**config.mk**
```make
export PLATFORM = sky130hd
export DESIGN_NAME = top
export DESIGN_NICKNAME = d
export VERILOG_FILES = /design/src/rtl/top_pkg.sv /design/src/rtl/uart_phy.sv /design/src/rtl/top.sv
export SDC_FILE = /design/constraint.sdc
export NUM_CORES = 1
export LEC_CHECK = 0
export CAP_MARGIN = 20
export CORE_MARGIN = 1
export CORE_UTILIZATION = 40
export CTS_CLUSTER_SIZE = 12
export DETAILED_ROUTE_END_ITERATION = 8
export DONT_BUFFER_PORTS = 1
export GPL_ROUTABILITY_DRIVEN = 0
export MAX_ROUTING_LAYER = met4
export PLACE_DENSITY = 0.63
export REMOVE_ABC_BUFFERS = 1
export SYNTH_ARGS = -nofsm -noshare
export SYNTH_HDL_FRONTEND = slang
export SYNTH_SLANG_ARGS = --single-unit
```
**constraint.sdc**
```tcl
create_clock -name clk200_p -period 11.2 [get_ports clk200_p]
set_clock_uncertainty 0.1 [all_clocks]
set_input_delay 2.24 -clock clk200_p [delete_from_list [all_inputs] [get_ports clk200_p]]
set_output_delay 2.24 -clock clk200_p [all_outputs]
set_load 0.02 [all_outputs]
```
**src/rtl/top_pkg.sv**
```systemverilog
// top_pkg: shared constants, default parameters, parser states and saturating increment
package top_pkg;
  localparam int CLK_HZ_DEF   = 200000000;
  localparam int BAUD_DEF     = 115200;
  localparam int SPI_HALF_DEF = 10;
  localparam int GATE_DEF     = 200;
  localparam logic [7:0] CMD_MON = 8'h4D;
  localparam logic [7:0] CMD_SPI = 8'h53;
  typedef enum logic [2:0] {IDLE, GET_HI, GET_LO, SPI, REPLY} state_t;
  function automatic logic [7:0] sat_inc(input logic [7:0] v, input logic e);
    return v + 8'(e && v != 8'hFF);
  endfunction
endpackage

```
**src/rtl/uart_phy.sv**
```systemverilog
// uart_phy: 8N1 UART receiver and transmitter, DIV clocks per bit
//   i_clk/i_rst : clock, async active-high reset
//   i_rx -> o_rx_data/o_rx_valid : received byte, one-cycle strobe, framing errors dropped
//   i_tx_data/i_tx_valid/o_tx_ready : byte accepted only when idle and i_cts=0
//   o_tx_busy : a byte is being shifted out; o_tx : serial line
module uart_phy #(
  parameter int DIV = 1736
) (
  input  logic       i_clk,
  input  logic       i_rst,
  input  logic       i_rx,
  output logic [7:0] o_rx_data,
  output logic       o_rx_valid,
  input  logic [7:0] i_tx_data,
  input  logic       i_tx_valid,
  output logic       o_tx_ready,
  output logic       o_tx_busy,
  input  logic       i_cts,
  output logic       o_tx
);
  localparam int CW = $clog2(DIV);
  logic [1:0] r_rx_s;
  logic r_rx_busy, r_rx_valid;
  logic [CW-1:0] r_rx_cnt, r_tx_cnt;
  logic [3:0] r_rx_bit, r_tx_bit;
  logic [7:0] r_rx_sh, r_rx_data;
  logic r_tx_busy;
  logic [9:0] r_tx_sh;
  assign o_rx_data = r_rx_data;
  assign o_rx_valid = r_rx_valid;
  assign o_tx_ready = !r_tx_busy && !i_cts;
  assign o_tx_busy = r_tx_busy;
  assign o_tx = r_tx_sh[0];
  // RX: first sample lands mid start bit, then every DIV clocks; a high start sample is a glitch
  always_ff @(posedge i_clk or posedge i_rst)
    if (i_rst) begin
      r_rx_s <= 2'b11;
      r_rx_busy <= 1'b0;
      r_rx_cnt <= '0;
      r_rx_bit <= '0;
      r_rx_sh <= '0;
      r_rx_data <= '0;
      r_rx_valid <= 1'b0;
    end else begin
      r_rx_s <= {r_rx_s[0], i_rx};
      r_rx_valid <= 1'b0;
      if (!r_rx_busy) begin
        if (!r_rx_s[1]) begin
          r_rx_busy <= 1'b1;
          r_rx_cnt <= CW'(DIV / 2 - 1);
          r_rx_bit <= '0;
        end
      end else if (r_rx_cnt != '0) r_rx_cnt <= r_rx_cnt - 1'b1;
      else begin
        r_rx_cnt <= CW'(DIV - 1);
        r_rx_bit <= r_rx_bit + 1'b1;
        if (r_rx_bit == 4'd0 && r_rx_s[1]) r_rx_busy <= 1'b0;
        else if (r_rx_bit == 4'd9) begin
          r_rx_busy <= 1'b0;
          r_rx_valid <= r_rx_s[1];
          r_rx_data <= r_rx_sh;
        end else if (r_rx_bit != 4'd0) r_rx_sh <= {r_rx_s[1], r_rx_sh[7:1]};
      end
    end
  // TX: frame shifted out LSB first; ones shift in so the line idles high
  always_ff @(posedge i_clk or posedge i_rst)
    if (i_rst) begin
      r_tx_busy <= 1'b0;
      r_tx_sh <= '1;
      r_tx_cnt <= '0;
      r_tx_bit <= '0;
    end else if (!r_tx_busy) begin
      if (i_tx_valid && !i_cts) begin
        r_tx_busy <= 1'b1;
        r_tx_sh <= {1'b1, i_tx_data, 1'b0};
        r_tx_cnt <= CW'(DIV - 1);
        r_tx_bit <= '0;
      end
    end else if (r_tx_cnt != '0) r_tx_cnt <= r_tx_cnt - 1'b1;
    else begin
      r_tx_cnt <= CW'(DIV - 1);
      r_tx_sh <= {1'b1, r_tx_sh[9:1]};
      r_tx_bit <= r_tx_bit + 1'b1;
      if (r_tx_bit == 4'd9) r_tx_busy <= 1'b0;
    end
endmodule

```
**src/rtl/top.sv**
```systemverilog
// top: ADC link edge-rate monitor and SPI master driven by UART commands
//   clk200_p : clock (clk200_n unused); cpu_reset : async active-high reset
//   serial_rx/serial_tx : UART; serial_cts : transmit inhibit; serial_rts unused
//   LTC_SPI_cs_n/sclk/mosi/miso : ADC SPI master, mode 0
//   LTC_FR/OUT2_a/OUT2_b _p/_n : frame and lane inputs, only _p is used
module top
  import top_pkg::*;
#(
  parameter int CLK_HZ   = CLK_HZ_DEF,
  parameter int BAUD     = BAUD_DEF,
  parameter int SPI_HALF = SPI_HALF_DEF,
  parameter int GATE     = GATE_DEF
) (
  input  logic clk200_p,
  input  logic clk200_n,
  input  logic cpu_reset,
  input  logic serial_rx,
  output logic serial_tx,
  input  logic serial_cts,
  input  logic serial_rts,
  output logic LTC_SPI_cs_n,
  output logic LTC_SPI_sclk,
  output logic LTC_SPI_mosi,
  input  logic LTC_SPI_miso,
  input  logic LTC_FR_p,
  input  logic LTC_FR_n,
  input  logic LTC_OUT2_a_p,
  input  logic LTC_OUT2_a_n,
  input  logic LTC_OUT2_b_p,
  input  logic LTC_OUT2_b_n
);
  localparam int WW = $clog2(GATE);
  localparam int SW = $clog2(SPI_HALF + 1);
  logic w_unused;
  logic [2:0] w_in, r_s1, r_s2, r_s3, w_rise;
  logic [WW-1:0] r_win;
  logic w_last;
  logic [2:0][7:0] r_cnt, r_lat, w_inc;
  logic [7:0] w_rx_data, r_hi, r_spi_rx;
  logic w_rx_valid, w_tx_valid, w_tx_ready, w_tx_busy, w_spi_go, w_spi_done;
  logic [23:0] r_rep;
  logic [1:0] r_rep_n;
  state_t r_state, w_state_n;
  logic r_cs_n, r_sclk, r_mosi;
  logic [14:0] r_spi_sh;
  logic [5:0] r_spi_ph;
  logic [SW-1:0] r_spi_cnt;
  assign w_unused = ^{clk200_n, serial_rts, LTC_FR_n, LTC_OUT2_a_n, LTC_OUT2_b_n};
  assign w_in = {LTC_OUT2_b_p, LTC_OUT2_a_p, LTC_FR_p};
  assign w_rise = r_s2 & ~r_s3;
  always_ff @(posedge clk200_p or posedge cpu_reset)
    if (cpu_reset) {r_s1, r_s2, r_s3} <= '0;
    else {r_s1, r_s2, r_s3} <= {w_in, r_s1, r_s2};
  // an edge seen in the last window cycle is folded into the latched count
  assign w_last = r_win == WW'(GATE - 1);
  for (genvar g = 0; g < 3; g++) begin : g_inc
    assign w_inc[g] = sat_inc(r_cnt[g], w_rise[g]);
  end
  always_ff @(posedge clk200_p or posedge cpu_reset)
    if (cpu_reset) begin
      r_win <= '0;
      r_cnt <= '0;
      r_lat <= '0;
    end else begin
      r_win <= w_last ? '0 : r_win + 1'b1;
      r_cnt <= w_last ? '0 : w_inc;
      if (w_last) r_lat <= w_inc;
    end
  uart_phy #(.DIV(CLK_HZ / BAUD)) u_phy (
    .i_clk(clk200_p),
    .i_rst(cpu_reset),
    .i_rx(serial_rx),
    .o_rx_data(w_rx_data),
    .o_rx_valid(w_rx_valid),
    .i_tx_data(r_rep[23:16]),
    .i_tx_valid(w_tx_valid),
    .o_tx_ready(w_tx_ready),
    .o_tx_busy(w_tx_busy),
    .i_cts(serial_cts),
    .o_tx(serial_tx)
  );
  // SPI runs in 33 half-period phases: even phases end with a rise, odd with a fall, the last raises cs_n
  assign w_spi_done = r_state == SPI && r_spi_cnt == '0 && r_spi_ph == 6'd32;
  always_ff @(posedge clk200_p or posedge cpu_reset)
    if (cpu_reset) begin
      r_state <= IDLE;
      r_hi <= '0;
      r_rep <= '0;
      r_rep_n <= '0;
    end else begin
      r_state <= w_state_n;
      if (r_state == IDLE && w_rx_valid && w_rx_data == CMD_MON) begin
        r_rep <= {r_lat[0], r_lat[1], r_lat[2]};
        r_rep_n <= 2'd3;
      end else if (r_state == GET_HI && w_rx_valid) r_hi <= w_rx_data;
      else if (w_spi_done) begin
        r_rep <= {r_spi_rx, 16'h0};
        r_rep_n <= 2'd1;
      end else if (w_tx_valid && w_tx_ready) begin
        r_rep <= r_rep << 8;
        r_rep_n <= r_rep_n - 1'b1;
      end
    end
  // REPLY holds until the last byte has left the line, so bytes arriving meanwhile are dropped
  always_comb begin
    w_state_n = r_state;
    w_tx_valid = 1'b0;
    w_spi_go = 1'b0;
    case (r_state)
      IDLE: if (w_rx_valid) w_state_n = w_rx_data == CMD_MON ? REPLY : w_rx_data == CMD_SPI ? GET_HI : IDLE;
      GET_HI: if (w_rx_valid) w_state_n = GET_LO;
      GET_LO: if (w_rx_valid) begin
        w_state_n = SPI;
        w_spi_go = 1'b1;
      end
      SPI: if (w_spi_done) w_state_n = REPLY;
      REPLY: begin
        w_tx_valid = r_rep_n != 2'd0;
        if (r_rep_n == 2'd0 && !w_tx_busy) w_state_n = IDLE;
      end
      default: w_state_n = IDLE;
    endcase
  end
  always_ff @(posedge clk200_p or posedge cpu_reset)
    if (cpu_reset) begin
      r_cs_n <= 1'b1;
      r_sclk <= 1'b0;
      r_mosi <= 1'b0;
      r_spi_sh <= '0;
      r_spi_rx <= '0;
      r_spi_ph <= '0;
      r_spi_cnt <= '0;
    end else if (w_spi_go) begin
      r_cs_n <= 1'b0;
      r_mosi <= r_hi[7];
      r_spi_sh <= {r_hi[6:0], w_rx_data};
      r_spi_ph <= '0;
      r_spi_cnt <= SW'(SPI_HALF - 1);
    end else if (r_state == SPI) begin
      if (r_spi_cnt != '0) r_spi_cnt <= r_spi_cnt - 1'b1;
      else begin
        r_spi_cnt <= SW'(SPI_HALF - 1);
        r_spi_ph <= r_spi_ph + 1'b1;
        if (w_spi_done) begin
          r_cs_n <= 1'b1;
          r_mosi <= 1'b0;
        end else if (!r_spi_ph[0]) begin
          r_sclk <= 1'b1;
          r_spi_rx <= {r_spi_rx[6:0], LTC_SPI_miso};
        end else begin
          r_sclk <= 1'b0;
          r_spi_sh <= r_spi_sh << 1;
          if (r_spi_ph != 6'd31) r_mosi <= r_spi_sh[14];
        end
      end
    end
  assign LTC_SPI_cs_n = r_cs_n;
  assign LTC_SPI_sclk = r_sclk;
  assign LTC_SPI_mosi = r_mosi;
endmodule

```
# Word level (Yosys, flattened, before mapping)
# Cells that the tools add are included.
[totals] reg_bits=199 inputBits=13 out_inout_bits=4
[classes] add_sub_neg=11 n_eq_ne=25 mux=71 bitwise=10 reduce_logical=44
[op_table] operator="2-to-1 mux 24 bit" count=5
[op_table] operator="2-to-1 mux 15 bit" count=5
[op_table] operator="2-to-1 mux 11 bit" count=6
[op_table] operator="2-to-1 mux 4 bit" count=9
[op_table] operator="2-to-1 mux 10 bit" count=3
[op_table] operator="2-to-1 mux 1 bit" count=28
[op_table] operator="adder 8 x 1 -> 8 bit" count=3
[op_table] operator="inequality test 8 bit (second input constant)" count=3
[op_table] operator="nonzero test 11 bit" count=2
[op_table] operator="subtractor 11 x 1 -> 11 bit (second input constant)" count=2
[op_table] operator="2-to-1 mux 3 bit" count=6
[op_table] operator="2-to-1 mux 6 bit" count=3
[op_table] operator="equality test 8 x 7 -> 1 bit (second input constant)" count=2
[op_table] operator="inequality test 2 bit (second input constant)" count=8
[op_table] operator="AND reduction 4 bit" count=4
[op_table] operator="one-hot mux 3 bit (5 select lines)" count=1
[op_table] operator="AND reduction 5 bit" count=3
[op_table] operator="logical AND 1 bit" count=13
[op_table] operator="AND reduction 2 bit" count=5
[op_table] operator="nonzero test 2 bit" count=5
[op_table] operator="nonzero test 3 bit" count=3
[op_table] operator="adder 4 x 1 -> 4 bit (second input constant)" count=2
[op_table] operator="adder 8 x 1 -> 8 bit (second input constant)" count=1
[op_table] operator="equality test 4 bit (second input constant)" count=2
[op_table] operator="other kinds (21)" count=37

# Depth between registers and ports, before layout
[depth] ltp_word=7 depth_mapped=9 ltp_nobuf=9

# Hierarchy
# Synthesis repeated with hierarchy kept, for this count alone.
[unflattened] cells_unflattened=831 area_unflattened_um2=9125.0
[by_module_without_submodules] module="top" n_inst=1 cells_each=550 area_each_um2=6083.3 seq_area_each_um2=3454.6
[by_module_without_submodules] module="uart_phy" n_inst=1 cells_each=281 area_each_um2=3041.7 seq_area_each_um2=1515.2

# Worst setup path after synthesis
# OpenSTA, ideal clock, no wires.
[synth_path] kind="input to register" from="input port serial_cts" to="register u_phy.r_tx_sh[1]" setup_ps=79 arrival_ps=3185 path_slack_ps=7836 cell_stages=5 cell_sequence="nor2_1 nand3_1 and2_1 clkbuf_1 o21ai_0"
[synth_via] elab_chain_cells=4
[synth_lines] element="from (decl)" line="top.sv:19" text="input logic serial_cts,"
[synth_lines] element="logical NOT 1 bit" line="uart_phy.sv:73" text="if (i_tx_valid && !i_cts) begin"
[synth_lines] element="logical AND 1 bit" line="uart_phy.sv:73"
[synth_lines] element="nonzero test 2 bit (no source line)"
[synth_lines] element="AND reduction 2 bit (no source line)"
[synth_lines] element="to (signal assigned)" line="uart_phy.sv:75" text="r_tx_sh <= {1'b1, i_tx_data, 1'b0};"
[synth_lines] element="to (signal assigned)" line="uart_phy.sv:82" text="r_tx_sh <= {1'b1, r_tx_sh[9:1]};"
[synth_lines] element="to (decl)" line="uart_phy.sv:28" text="logic [9:0] r_tx_sh;"
# Every way passes these cells.
# A chain may end at the register's enable or synchronous reset.

==> run_results.csv <==
group,metric,value,unit
logic_synthesis,yosysWarnings,0,
detailed_routing,routedWlPerCell,15.0,um
placement,placed_area,9220,um2
power,p_sw,349,uW
critical_path,startpoint_type,"input pin",
global_routing,overflow,0,
floorplan,die_area,23200,um2
global_routing,grt_usage,0.158,
floorplan,core.rowCount,54,
critical_path,slowest_delay,0.79,ns
logic_synthesis,dominantRegCellSynth,"dfrtp_1",
power,p_per_area,149,nW/um2
cts,clkTransAtPathRegs,0.07,ns
global_routing,first_global_vias,5945,
timing,hold_viol,0,
power,clockPowerShare,0.419,
detailed_routing,via_count,5941,
cts,cts_inserted_buffers,17,
final_layout,diodes,0,
power,p_int,1110,uW
logic_synthesis,ys_seq_area_frac,0.551,
detailed_routing,drt_iter0_drc,335,
floorplan,die_h,152,um
floorplan,io-pin-count,17,
logic_synthesis,async_reset_ff_frac,1.00,
detailed_routing,routed_wl,16500,um
power,p_leak,0.00441,uW
power,swShare,0.238,
min_path,min_path_type,"reg -> reg",
logic_synthesis,synth_edf_count,0,
final_layout,multi_input_area,3760,um2
critical_path,path_cells,"inv_8, buf_4",
critical_path,cp_top_family,"buffers and inverters",
cts,cts.sinks,198,
detailed_routing,drt_pass1_iterations,5,
job,drv.max_cap_violation_count,0,
logic_synthesis,syn-cell-area,9020,um2
timing,setup_viol,0,
final_layout,area_growth_syn_to_layout,8.67,%
final_layout,fin_area,9810,um2
final_layout,drive_above_1_share,0.129,
cts,root_buffer,"clkbuf_16",
power,p_seq_frac,0.529,
logic_synthesis,ys_ff_latch,198,
detailed_routing,ant_nets,0,
timing,whs,0.250,ns
logic_synthesis,syn_inst,830,
floorplan,fp.coreArea,22000,um2
cts,cts.path.max_buffers,2,
cts,cts_setup_buffers,0,
logic_synthesis,synth_area_per_cell,10.9,um2
detailed_routing,drc_errors,0,
global_routing,antenna_found_initial,0,
critical_path,crit_required,11.56,ns
timing,final-max-slew-violation-count,0,
final_layout,fillCellCount,2054,
timing,tns,0,ns
cts,cts_resized,0,
floorplan,initial_utilization,0.411,
final_layout,final-seq-area,4970,um2
global_routing,grt_max_degree,132,
timing,finalCritPeriodShare,0.301,
cts,cts_tree,"built",
detailed_routing,viasPerCell,5.38,
power,pwr-share-comb,0.053,
power,ir_worst_vdd,0.0000982,V
placement,post-place-ws,7.26,ns
timing,max_freq,0.297,GHz
status,status,"finished, final reports clean",
timing,worst_pin_slew,1.05,ns
final_layout,fin_util,0.447,
timing,rsz0062_at_grt,"false",
timing,worst_slack,7.83,ns
critical_path,cp.arrival,3.72,ns
timing,period_needed,3.37,ns
critical_path,criticalPathCategory,"in -> async",
critical_path,path_max_fanout,131,
final_layout,nNetsFinal,845,
cts,clock_latency,0.43,ns
placement,hpwl,10400,um
timing,relSlewSlack,0.299,
global_routing,grt_pass1_wl,29100,um
critical_path,path_buf_inv,2,
cts,ctsHtreeMaxLevel,4,
floorplan,fp.dieW,152,um
cts,cts_hold_buf,0,
logic_synthesis,ys_types,71,
placement,io_buffers,0,
critical_path,endpoint_kind,"asynchronous set/reset pin",
critical_path,slowest_stage,"buf_4",
-- per-stage QoR --
step | total power [uW] | std cells
2_1_floorplan | 842 | 789
3_3_place_gp | 863 | 1072
3_5_place_dp | 864 | 1072
4_1_cts | 1480 | 1104
5_1_grt | 1520 | 1104
6_report | 1460 | 1104
-- cell type report --
| cell class | instances | share of cell area |
|---|---|---|
| sequential | 198 | 0.507 |
| clock inverter | 13 | 0.0148 |
| tap | 280 | 0.0357 |
| timing repair buffer | 3 | 0.00230 |
| inverter | 28 | 0.0115 |
| clock buffer | 19 | 0.0452 |
| multi-input combinational | 563 | 0.384 |
-- path summary, 6_finish.rpt --
kind                                  start                end  slack, ns  cells after the start
setup reg to reg                r_spi_ph[0]        r_spi_rx[6]       8.09                      6
min in group asynchronous         cpu_reset  u_phy.r_rx_cnt[9]       1.76                      1
hold reg to reg                     r_s1[2]            r_s2[2]       0.25                      0
max in group clk200_p      u_phy.r_tx_sh[0]          serial_tx       7.83                      0
setup / recovery                  cpu_reset   u_phy.r_rx_sh[6]       7.83                      2
hold / removal                      r_s1[2]            r_s2[2]       0.25                      0
-- Yosys cell counts, types with 12 or more instances --
master,count,area [um2]
buf_2,12,60.1
inv_1,28,105
dfrtp_1,186,4650
ha_1,21,263
nand3_1,37,185
a21oi_1,42,210
xnor2_1,14,123
nand4_1,12,75.1
xor2_1,16,140
nor2_1,80,300
mux2i_1,18,180
clkbuf_1,21,78.8
dfstp_2,12,315
mux2_2,39,439
o21ai_0,42,210
nand2_1,78,293
-- cell usage in the layout (no fill, tap or decap), drive strengths merged, types with 3 or more instances in the layout --
| cell type | n |
|---|---|
| inv | 32 |
| a211oi | 11 |
| nand3 | 37 |
| o31ai | 5 |
| nand2b | 3 |
| a21oi | 42 |
| a21o | 3 |
| o21a | 3 |
| nor4 | 10 |
| o22ai | 11 |
| nor2b | 9 |
| a221o | 11 |
| o21ai | 42 |
| nand2 | 78 |
| nand4 | 14 |
| mux2i | 18 |
| xnor2 | 14 |
| clkbuf | 19 |
| dfrtp | 186 |
| nor4b | 5 |
| or4 | 4 |
| nor3 | 14 |
| and3 | 5 |
| o211ai | 7 |
| clkinv | 4 |
| and2 | 6 |
| nor2 | 81 |
| a22oi | 4 |
| buf | 3 |
| xor2 | 16 |
| clkinvlp | 3 |
| ha | 21 |
| nand3b | 5 |
| dfstp | 12 |
| mux2 | 39 |
| a31oi | 8 |
| nor3b | 5 |
| and4 | 4 |
-- per-layer routing --
| layer | vias to the layer above | GRT usage | part of all wire |
|---|---|---|---|
| met5 | - | - | 0 |
| met4 | 0 | 0.0462 | 0.011 |
| met3 | 12 | 0.0319 | 0.026 |
| met2 | 52 | 0.248 | 0.47 |
| met1 | 2962 | 0.207 | 0.49 |
| li1 | 2915 | - | - |
-- state kept, by name, summed over array words and instances, names as in the netlist, 6 cells and up --
name	cells
r_cnt	24
u_phy.o_rx_data	8
r_lat	24
u_phy.r_rx_cnt	11
u_phy.r_tx_sh	9
r_rep	24
r_spi_ph	6
u_phy.r_tx_cnt	11
r_spi_rx	8
r_hi	8
u_phy.r_rx_sh	8
r_spi_sh	15
r_win	8
-- power by group through the flow --
stage | Clock (uW) | Sequential (uW) | Combinational (uW)
6_report | 613 | 774 | 76.8
5_1_grt | 656 | 777 | 91.6
4_1_cts | 629 | 773 | 78.9
3_5_place_dp | 0 | 786 | 77.6
3_3_place_gp | 0 | 786 | 77.6
2_1_floorplan | 0 | 781 | 60.3
-- logic make-up (layout without fill, tap and decap cells) --
family,after synthesis,count (layout),synth area share
adders and majority gates,21,21,0.0291
DFF,198,198,0.551
muxes,57,57,0.0686
xor gates and xnor gates,30,30,0.0291
AOI/OAI and AO/OA,163,163,0.117
buffers and inverters,69,63,0.0333
and+or+nand+nor,292,292,0.172
No activity file was read; power rests on OpenSTA's default activity.
